File: src/rtl/hazard_stall_controller.sv
// Hazard stall controller for the 5-stage pipeline.
// Resolves the hazards that operand forwarding cannot: load-use bubbles,
// taken-branch squash and data-memory wait (with timeout into a sticky ERROR).
// Optional statistics counters are built only when HAZARD_STATS_EN is defined;
// otherwise the counter ports are tied to zero and no counter flops exist.
module hazard_stall_controller #(
  parameter int unsigned LOAD_STALL_CYCLES = 1,   // bubbles per load-use hazard (1..15)
  parameter int unsigned MEM_TIMEOUT       = 64,  // MEM_WAIT cycles before ERROR (2..255)
  parameter int unsigned STAT_W            = 16   // statistics counter width
) (
  input  logic              clk,
  input  logic              rst,
  input  logic [4:0]        IF_ID_Rs,
  input  logic [4:0]        IF_ID_Rt,
  input  logic [1:0]        IF_ID_how_many_ops,
  input  logic              IF_ID_store_signal,
  input  logic              ID_EX_MemRead,
  input  logic [4:0]        ID_EX_RegDest,
  input  logic              branch_taken,
  input  logic              mem_req,
  input  logic              mem_ready,
  output logic              PC_write,
  output logic              IF_ID_write,
  output logic              IF_ID_flush,
  output logic              ID_EX_bubble,
  output logic              pipe_hold,
  output logic              mem_timeout,
  output logic [1:0]        state,
  output logic [STAT_W-1:0] stall_count,
  output logic [STAT_W-1:0] flush_count,
  output logic [STAT_W-1:0] memwait_count
);

  typedef enum logic [1:0] {
    StRun       = 2'b00,
    StLoadStall = 2'b01,
    StMemWait   = 2'b10,
    StError     = 2'b11
  } state_e;

  localparam logic [7:0] LoadStallInit = 8'(LOAD_STALL_CYCLES - 1);
  localparam logic [7:0] MemWaitLast   = 8'(MEM_TIMEOUT - 1);

  state_e     state_q, state_d;
  logic [7:0] cnt_q, cnt_d;

  logic rs_hit, rt_hit, load_use, mem_stall;

  // Hazard detection: a load in EX whose destination feeds the decode instruction.
  always_comb begin
    rs_hit    = (IF_ID_how_many_ops != 2'b00) && (ID_EX_RegDest == IF_ID_Rs);
    // Rt matters either as a second operand or as store data.
    rt_hit    = ((IF_ID_how_many_ops == 2'b10) || IF_ID_store_signal) &&
                (ID_EX_RegDest == IF_ID_Rt);
    load_use  = ID_EX_MemRead && (ID_EX_RegDest != 5'd0) && (rs_hit || rt_hit);
    mem_stall = mem_req && !mem_ready;
  end

  // Next-state and pipeline control outputs; priority is mem wait > branch > load-use.
  always_comb begin
    PC_write     = 1'b1;
    IF_ID_write  = 1'b1;
    IF_ID_flush  = 1'b0;
    ID_EX_bubble = 1'b0;
    pipe_hold    = 1'b0;
    mem_timeout  = 1'b0;
    state_d      = state_q;
    cnt_d        = cnt_q;

    if (!rst) begin
      unique case (state_q)
        StRun: begin
          if (mem_stall) begin
            PC_write    = 1'b0;
            IF_ID_write = 1'b0;
            pipe_hold   = 1'b1;
            state_d     = StMemWait;
            cnt_d       = 8'd1;
          end else if (branch_taken) begin
            // Any concurrent load-use is moot: the dependent instruction is squashed.
            IF_ID_flush  = 1'b1;
            ID_EX_bubble = 1'b1;
          end else if (load_use) begin
            PC_write     = 1'b0;
            IF_ID_write  = 1'b0;
            ID_EX_bubble = 1'b1;
            if (LOAD_STALL_CYCLES > 1) begin
              state_d = StLoadStall;
              cnt_d   = LoadStallInit;
            end
          end
        end

        StLoadStall: begin
          if (mem_stall) begin
            // Remaining bubbles are dropped; load-use is re-evaluated back in RUN.
            PC_write    = 1'b0;
            IF_ID_write = 1'b0;
            pipe_hold   = 1'b1;
            state_d     = StMemWait;
            cnt_d       = 8'd1;
          end else begin
            PC_write     = 1'b0;
            IF_ID_write  = 1'b0;
            ID_EX_bubble = 1'b1;
            if (cnt_q <= 8'd1) begin
              state_d = StRun;
              cnt_d   = 8'd0;
            end else begin
              cnt_d = cnt_q - 8'd1;
            end
          end
        end

        StMemWait: begin
          if (mem_ready) begin
            // Release cycle: the whole pipeline advances with default controls.
            state_d = StRun;
            cnt_d   = 8'd0;
          end else begin
            PC_write    = 1'b0;
            IF_ID_write = 1'b0;
            pipe_hold   = 1'b1;
            if (cnt_q >= MemWaitLast) begin
              state_d = StError;
            end else begin
              cnt_d = cnt_q + 8'd1;
            end
          end
        end

        StError: begin
          PC_write    = 1'b0;
          IF_ID_write = 1'b0;
          pipe_hold   = 1'b1;
          mem_timeout = 1'b1;
        end
      endcase
    end
  end

  // State and counter registers with synchronous reset.
  always_ff @(posedge clk) begin
    if (rst) begin
      state_q <= StRun;
      cnt_q   <= 8'd0;
    end else begin
      state_q <= state_d;
      cnt_q   <= cnt_d;
    end
  end

  assign state = state_q;

`ifdef HAZARD_STATS_EN
  localparam logic [STAT_W-1:0] StatMax = '1;

  logic [STAT_W-1:0] stall_q, flush_q, memwait_q;

  // Saturating event counters driven by the control outputs of the current cycle.
  always_ff @(posedge clk) begin
    if (rst) begin
      stall_q   <= '0;
      flush_q   <= '0;
      memwait_q <= '0;
    end else begin
      if (ID_EX_bubble && !IF_ID_flush && (stall_q != StatMax)) begin
        stall_q <= stall_q + STAT_W'(1);
      end
      if (IF_ID_flush && (flush_q != StatMax)) begin
        flush_q <= flush_q + STAT_W'(1);
      end
      if (pipe_hold && (memwait_q != StatMax)) begin
        memwait_q <= memwait_q + STAT_W'(1);
      end
    end
  end

  assign stall_count   = stall_q;
  assign flush_count   = flush_q;
  assign memwait_count = memwait_q;
`else
  assign stall_count   = '0;
  assign flush_count   = '0;
  assign memwait_count = '0;
`endif

endmodule

File: config.mk
export PLATFORM = sky130hd
export DESIGN_NAME = hazard_stall_controller
export DESIGN_NICKNAME = d
export VERILOG_FILES = /design/src/rtl/hazard_stall_controller.sv
export SDC_FILE = /design/constraint.sdc
export NUM_CORES = 1
export LEC_CHECK = 0
export BUFFER_PORTS_ARGS = -buffer_cell sky130_fd_sc_hd__buf_4
export CORE_MARGIN = 2
export CORE_UTILIZATION = 35
export DETAILED_ROUTE_END_ITERATION = 10
export PLACE_DENSITY = 0.68
export SLEW_MARGIN = 20
export SYNTH_ARGS = -nofsm -noshare
export SYNTH_HDL_FRONTEND = slang
export SYNTH_SLANG_ARGS = --single-unit
File: constraint.sdc
create_clock -name clk -period 4.56 [get_ports clk]
set_input_delay 0.228 -clock clk [delete_from_list [all_inputs] [get_ports clk]]
set_output_delay 0.228 -clock clk [all_outputs]
set_load 0.02 [all_outputs]
Word level (Yosys, flattened, before mapping) --
Cells that the tools add are included.
Word-level totals: register bits 10, input port bits 24, output and inout port bits 56, logic and storage cells 66
Operators by class: add/subtract/negate cells 2, order comparisons 2, eq/ne operators 10, muxes and demuxes 34, reduce and logical (&&, ||, !) cells 16
Operators by type and width (number):
- 8-bit 2-to-1 mux | 5
- 8-bit case mux with 3 select lines | 1
- 1-bit 2-to-1 mux | 19
- 5-bit equality test | 2
- 2-bit 2-to-1 mux | 5
- 3-bit inequality test (second input constant) | 3
- 8-bit by 1-bit adder with 8-bit output (second input constant) | 1
- 8-bit by 6-bit >= comparator with 1-bit output (second input constant) | 1
- 8-bit by 1-bit <= comparator with 1-bit output (second input constant) | 1
- 8-bit by 1-bit subtractor with 8-bit output (second input constant) | 1
- 2-bit equality test (second input constant) | 3
- 1-bit case mux with 3 select lines | 2
- 2-bit case mux with 3 select lines | 1
- 1-bit logical AND | 5
- 5-bit nonzero test | 1
- 4-bit AND reduction | 1
- 2-bit OR reduction | 2
- 3-bit AND reduction | 1
- 3-bit nonzero test | 1
- 2-bit by 1-bit equality test with 1-bit output (second input constant) | 1
- 2-bit zero test | 1
- 1-bit logical OR | 2
- 2-bit inequality test (second input constant) | 1
- 1-bit case mux with 2 select lines | 1
- 2 further kinds | 2

Logic depth before layout (Yosys ltp) --
Gate-level depths: netlist (run 1).
depth after elaboration 10, depth in mapped cells 8

Worst setup path after synthesis (run 1) --
OpenSTA, ideal clock, no wires.
path type register to register, start point register cnt_q[2], end point register state_q[0], in the netlist state[0], setup time 0.079 ns, arrival time 1.794 ns, setup slack 2.687 ns, stages on the path, launching flop included 7, path buffers 1, clock period less this slack 1.873 ns, cells stage by stage dfxtp_1 > buf_6 > or4_4 > o311ai_4 > and2_4 > a21oi_1 > a211oi_2
On the way: cells in the longest elaborated chain, start to end 3, elaborated cells between the ends (all ways) 5
RTL lines:
- from (decl) | RTL line 45 | logic [7:0] cnt_q, cnt_d;
- from (signal assigned) | RTL line 149 | cnt_q <= cnt_d;
- 8-bit by 1-bit <= comparator with 1-bit output / 8-bit by 6-bit >= comparator with 1-bit output (equally long branches) | RTL line 106, 124
- 3-bit inequality test (no source line)
- 4-bit AND reduction (no source line) *
- to (signal assigned) | RTL line 145 | state_q <= StRun;
- to (signal assigned) | RTL line 148 | state_q <= state_d;
- to (decl) | RTL line 44 | state_e state_q, state_d;
Every way passes the cells marked *; elsewhere a longest branch is shown, timed or not. A chain may end at the register's enable or synchronous reset.

Final worst setup path (run 1) --
start point register cnt_q[4], end point register state_q[1], in the netlist state[1]
The elaborated chain is that of the path after synthesis.

==> impl_metrics.yaml, run 1 <==
status:
  status: "finished, final reports clean"
global_route:
  first_global_vias: 1046
  grt_antenna_before_repair: 0
  grtUsageTotal_pct: 13.5
  grt_overflow_total: 0
  grt_max_degree: 15
  grt_pass1_wl_um: 4760
route:
  antenna_left: 0
  top_layer_used: "met4"
  drt_iter0_drc: 42
  met3_length_um: 377
  wl_met1_um: 1270
  met2_length_um: 1470
  wl_per_cell_um: 11.8
  firstDrtPassIters: 4
  drt-total-wl_um: 3180
  vias_per_cell: 4.74
  vias: 1274
  remaining_drc_errors: 0
sta:
  maxSlewViolCount: 0
  setup_tns_ns: 0
  fin_crit_sh_pct: 45.7
  rsz0062_at_grt: "no"
  clock_skew_ns: 0.00170
  timing.fmax_ghz: 0.480
  fin_crit_ns: 2.09
  worst_pin_slew_ns: 0.623
  finalHoldViolCount: 0
  slew_headroom_pct: 58.0
  setup_violations: 0
die:
  dieArea_sq_mm: 0.00469
  core_area_sq_mm: 0.00400
  ios: 80
  die_width_um: 68.5
  rows: 23
  start_util_pct: 36.4
  die_y_um: 68.5
setup_path:
  cp-start-kind: "register"
  worstPathRequired_ns: 4.72
  crit_slowest_cell: "or4_4"
  worstSetupPathType: "register to register"
  rr_worst_depth: 5
  arrival_ns: 2.25
  path_cells: "or4_4 > o311ai_4 > and2_4 > a21oi_1 > a211oi_2"
  cp_max_fo: 14
  slowest_delay_ns: 0.56
  end_kind: "register"
  r2r_slack_ns: 2.47
placement:
  dpl.hpwl_um: 2510
  place.gp.congestion: 0.932
  dp.cells: 266
  portBuffers: 31
clocking:
  clkLatencyLatePin_ns: 0.24
  ctsHoldBuffers: 0
  cts.sinks: 10
  clock_path_buffers: 2
  numCtsBuffers: 3
  clock-root-buffer: "clkbuf_8"
  cts_max_level: 1
  cts_tree: "done"
  clk_pin_slew_ns: 0.05
  cts_resized: 0
  cts_setup_buffers: 0
finish:
  diodes: 0
  nets: 252
  final-instance-count-excl-fill: 269
  layout-drive-gt1-share_pct: 19.2
  area_growth_pct: 7.91
yosys:
  async_flop_share_pct: 0
  yosys-top-cells-area: "buf_4 (25%), dfxtp_1 (14%), xnor2_1 (7.8%), ha_1 (6.0%), a21oi_1 (3.4%)"
  syn_area_sq_mm: 0.00146
  yosysTopAreaCell: "buf_4"
  synth_flop_cell: "dfxtp_1"
  synth-seq-cells: 10
  syn-instance-count: 193
  synth_edf_count: 0
  seq_area_frac_synth_pct: 13.8
  syn_avg_cell_area_sq_um: 7.54
  synth_top_area_share_pct: 25.3
  synthDistinctLibCells: 44
  yosys_warnings: 0
flow_run:
  cap_violations: 0
pwr:
  irDropWorstVdd_mv: 0.261
  p_clk_share_pct: 14.3
  power_frac_comb_pct: 64.0
  seq_power_share_pct: 21.7
  sw_frac_of_total_pct: 50.4
  p_int_mw: 0.320
  switching_power_mw: 0.326
  p_leak_nw: 0.679
  p_per_area_mw_per_mm2: 412
min_path:
  hp-class: "input port to register"
  hold_depth: 2
==> final cells by class <==
class | count | area [sq um]
Clock buffer | 3 | 41.3
Inverter | 8 | 30.0
Fill cell | 429 | 2430
Sequential cell | 10 | 200
Timing Repair Buffer | 31 | 233
Tap cell | 50 | 62.6
Multi-Input combinational cell | 167 | 1000
==> power groups by stage <==
stage / logic [mW] / clock network (mW) / registers [mW]
CTS: 0.414 / 0.0942 / 0.139
detailed placement: 0.411 / 0 / 0.140
finish: 0.414 / 0.0924 / 0.140
global route: 0.455 / 0.100 / 0.144
floorplan: 0.341 / 0 / 0.134
global placement: 0.406 / 0 / 0.139
==> cells by family after synthesis <==
group | Yosys count | synth area share (%)
fa+ha+maj | 7 | 6.02
other cells | 1 | 0.258
flops | 10 | 13.8
compound gates | 47 | 22.6
xor+xnor | 15 | 9.03
simple gates | 50 | 18.9
buf+inv | 63 | 29.4
==> flip-flops by register name (all words and copies together), names as in the netlist <==
name	flops
cnt_q	8
state	2
==> cells in the mapped netlist (all sizes together) (2+ instances only) <==
cell type,number
a211oi,4
a21oi,10
a31oi,3
and3,2
buf,50
clkbuf,5
dfxtp,10
ha,7
inv,8
nand2,8
nand2b,3
nand3,7
nand4,2
nor2,10
nor2b,3
nor3,2
nor3b,3
nor4,2
o211ai,3
o21ai,13
o22a,2
o2bb2ai,2
o311ai,2
o31ai,2
or4,3
xnor2,13
xor2,2
==> critical path: cells and delay by family (launching register included) <==
kind            cells  cell delay [ns]
simple gates        2             0.83
flops               1             0.44
compound gates      3             0.75
==> per-stage QoR <==
step                area (sq um)  hold slack (ns)  power [mW]  util, %  setup slack [ns]
global route                1570            0.229       0.700     39.3              2.32
detailed placement          1530            0.472       0.551     38.2              2.50
global placement            1530            0.472       0.545     38.2              2.49
finish                      1570            0.223       0.646     39.3              2.47
CTS                         1570            0.219       0.647     39.3              2.49
floorplan                   1630            0.480       0.475        -              2.69
==> routing by layer <==
layer  up-vias  GRT usage (%)
met2        77           22.8
met1       563           15.8
met5         -              0
li1        629              -
met3         5           3.29
met4         0           6.50
==> worst paths after layout <==
| kind | from | end |
|---|---|---|
| setup / recovery | cnt_q[4]$_SDFFE_PP0P_ | state[1]$_SDFFE_PP0P_ |
| hold / removal | rst | state[0]$_SDFFE_PP0P_ |
| hold reg to reg | cnt_q[7]$_SDFFE_PP0P_ | cnt_q[7]$_SDFFE_PP0P_ |
| setup reg to reg | cnt_q[4]$_SDFFE_PP0P_ | state[1]$_SDFFE_PP0P_ |
==> cells in the final DEF (no fill, tap or decap), types with 7 or more instances in the layout <==
master	count
dfxtp_1	10
a21oi_1	10
o21ai_0	10
inv_1	8
nand3_1	7
ha_1	7
buf_4	31
nor2_1	10
xnor2_1	13
conb_1	48
nand2_1	8
Power figures use the tool's default switching activity.
==> run 2: changes to the inputs <==
Settings changed: PLACE_DENSITY 0.68 to 0.71.
Clock period 4.56 ns to 1.7 ns, I/O delays scaled along.
==> run 2 against run 1 <==
Against the previous run: the run now ends with negative setup slack left; hold slack got worse by 0.15 ns; clock skew shrank 0.00084 ns; via count up 13%; utilization grew 10 points; cell count rose by 12%; count of clock-buffer cells in the layout rose by 1; first-iteration DRC count is 26% lower; final area increased by 25%; sequential cell count did not move; routed wire length grew 14%; register-to-register slack worse by 2.5 ns; largest power group unchanged.
==> impl_metrics.yaml, run 2 (synthesis gave the netlist of run 1 again) <==
pwr:
  p_total_mw: 2.38
  irDropWorstVdd_mv: 0.784
  p_leak_nw: 0.860
  p_int_mw: 1.29
  p_per_area_mw_per_mm2: 1210
  seq_power_share_pct: 14.6
  p_clk_share_pct: 13.3
  power_frac_comb_pct: 72.0
  sw_frac_of_total_pct: 45.7
  switching_power_mw: 1.09
sta:
  maxSlewViolCount: 0
  timing.fmax_ghz: 0.564
  fin_crit_sh_pct: 104
  layout_setup_ws_ns: -0.0731
  clock_skew_ns: 0.000861
  setup_tns_ns: -0.355
  whs_ns: 0.0708
  fin_crit_ns: 1.77
  finalHoldViolCount: 0
  rsz0062_at_grt: "yes"
  setup_violations: 7
finish:
  diodes: 0
  regMostFlops: "cnt_q"
  multi_input_area_sq_mm: 0.00113
  nets: 282
  area_growth_pct: 35.4
  final_cell_mix: "buf_4 (56), conb_1 (48), xnor2_1 (13)"
  largest_reg_flops: 8
  layout-drive-gt1-share_pct: 42.0
  design_area_sq_mm: 0.00197
  seqCellArea_sq_um: 215
  fillers: 412
  mostFrequentLayoutCell: "buf_4"
route:
  wl_per_cell_um: 12.0
  firstDrtPassIters: 4
  drt-total-wl_um: 3610
  drt_iter0_drc: 31
  vias_per_cell: 4.80
  antenna_left: 0
  remaining_drc_errors: 0
  vias: 1441
setup_path:
  worstSetupPathType: "register to register"
  arrival_ns: 1.94
  cp-start-kind: "register"
  end_kind: "register"
  cp_max_fo: 4
  crit_buf_inv: 1
  slowest_delay_ns: 0.55
  worstPathRequired_ns: 1.87
  cp_top_family: "simple AND/OR/NAND/NOR gates"
  crit_slowest_cell: "or4_4"
  path_cells: "or4_4 > o311ai_4 > buf_6 > and2_4 > a21oi_2 > a211oi_2"
die:
  rows: 23
  die_y_um: 68.5
  dieArea_sq_mm: 0.00469
  die_width_um: 68.5
  ios: 80
  start_util_pct: 36.4
  core_area_sq_mm: 0.00400
global_route:
  grtUsageTotal_pct: 15.7
  first_global_vias: 1302
  grt.busiest_layer: "met2"
  grt_pass1_wl_um: 5540
  grt_max_degree: 14
  grt_overflow_total: 0
  grtUsageMet1_pct: 17.4
  grt_antenna_before_repair: 0
  globalRouteMet3Util_pct: 2.80
  grtUsageMet2_pct: 28.7
clocking:
  cts_tree: "done"
  clkLatencyLatePin_ns: 0.25
  clk_pin_slew_ns: 0.05
  clock_path_buffers: 2
  cts.sinks: 10
  clock-root-buffer: "clkbuf_8"
  numCtsBuffers: 3
  cts_max_level: 1
placement:
  placedInstanceArea_sq_mm: 0.00176
  pre_cts_ws_ns: -0.121
  portBuffers: 31
  place.gp.congestion: 0.877
  dpl.hpwl_um: 2790
status:
  violations: "negative setup slack"
  status: "complete, but fails checks"
min_path:
  hp-class: "input port to register"
flow_run:
  cap_violations: 0
[run 2: worst reg2reg max path, stage by stage, from the launching register on]
cell      delay [ns]
dfxtp_2         0.32
or4_4           0.55
o311ai_4        0.28
buf_6           0.17
and2_4          0.18
a21oi_2         0.06
a211oi_2        0.13
[run 2: metal layers]
layer	share of wire (%)	vias up
met1	39	675
li1	-	696
met5	0	-
met2	50	64
met3	9.4	6
met4	1.6	0
[run 2: what timing repair did]
item | in CTS | in global routing
endpoints found under the setup margin | 12 | 12
resized for setup | 22 | 22
pin swaps | 7 | 6
buffers inserted | 1 | 0
hold buffers | 0 | 0
[run 2: layout make-up]
type / count / area share (%)
tap: 50 / 3.17
clock buffer: 4 / 2.79
multi-input combinational: 167 / 57.3
timing repair buffer: 61 / 24.2
sequential: 10 / 10.9
inverter: 8 / 1.65
[run 2: worst paths after layout]
| path | start | endpoint | slack, ns | cells after the start |
|---|---|---|---|---|
| max | cnt_q[5]$_SDFFE_PP0P_ | state[1]$_SDFFE_PP0P_ | -0.07 | 6 |
| min | rst | state[0]$_SDFFE_PP0P_ | 0.07 | 2 |
| max reg2reg | cnt_q[5]$_SDFFE_PP0P_ | state[1]$_SDFFE_PP0P_ | -0.07 | 6 |
| min reg2reg | cnt_q[1]$_SDFFE_PP0P_ | cnt_q[1]$_SDFFE_PP0P_ | 0.52 | 1 |
[run 2: through the flow]
stage	std cells	util (%)
final	300	49.3
after global routing	300	49.3
after CTS	300	47.5
after detailed placement	295	44.0
after global placement	295	44.0
after floorplan	240	-
[run 2: power by group through the flow]
stage / logic [mW] / registers [mW] / clock network, mW
global placement: 1.43 / 0.336 / 0
global route: 1.86 / 0.354 / 0.331
CTS: 1.60 / 0.343 / 0.320
finish: 1.71 / 0.349 / 0.318
floorplan: 0.932 / 0.366 / 0
detailed placement: 1.46 / 0.339 / 0
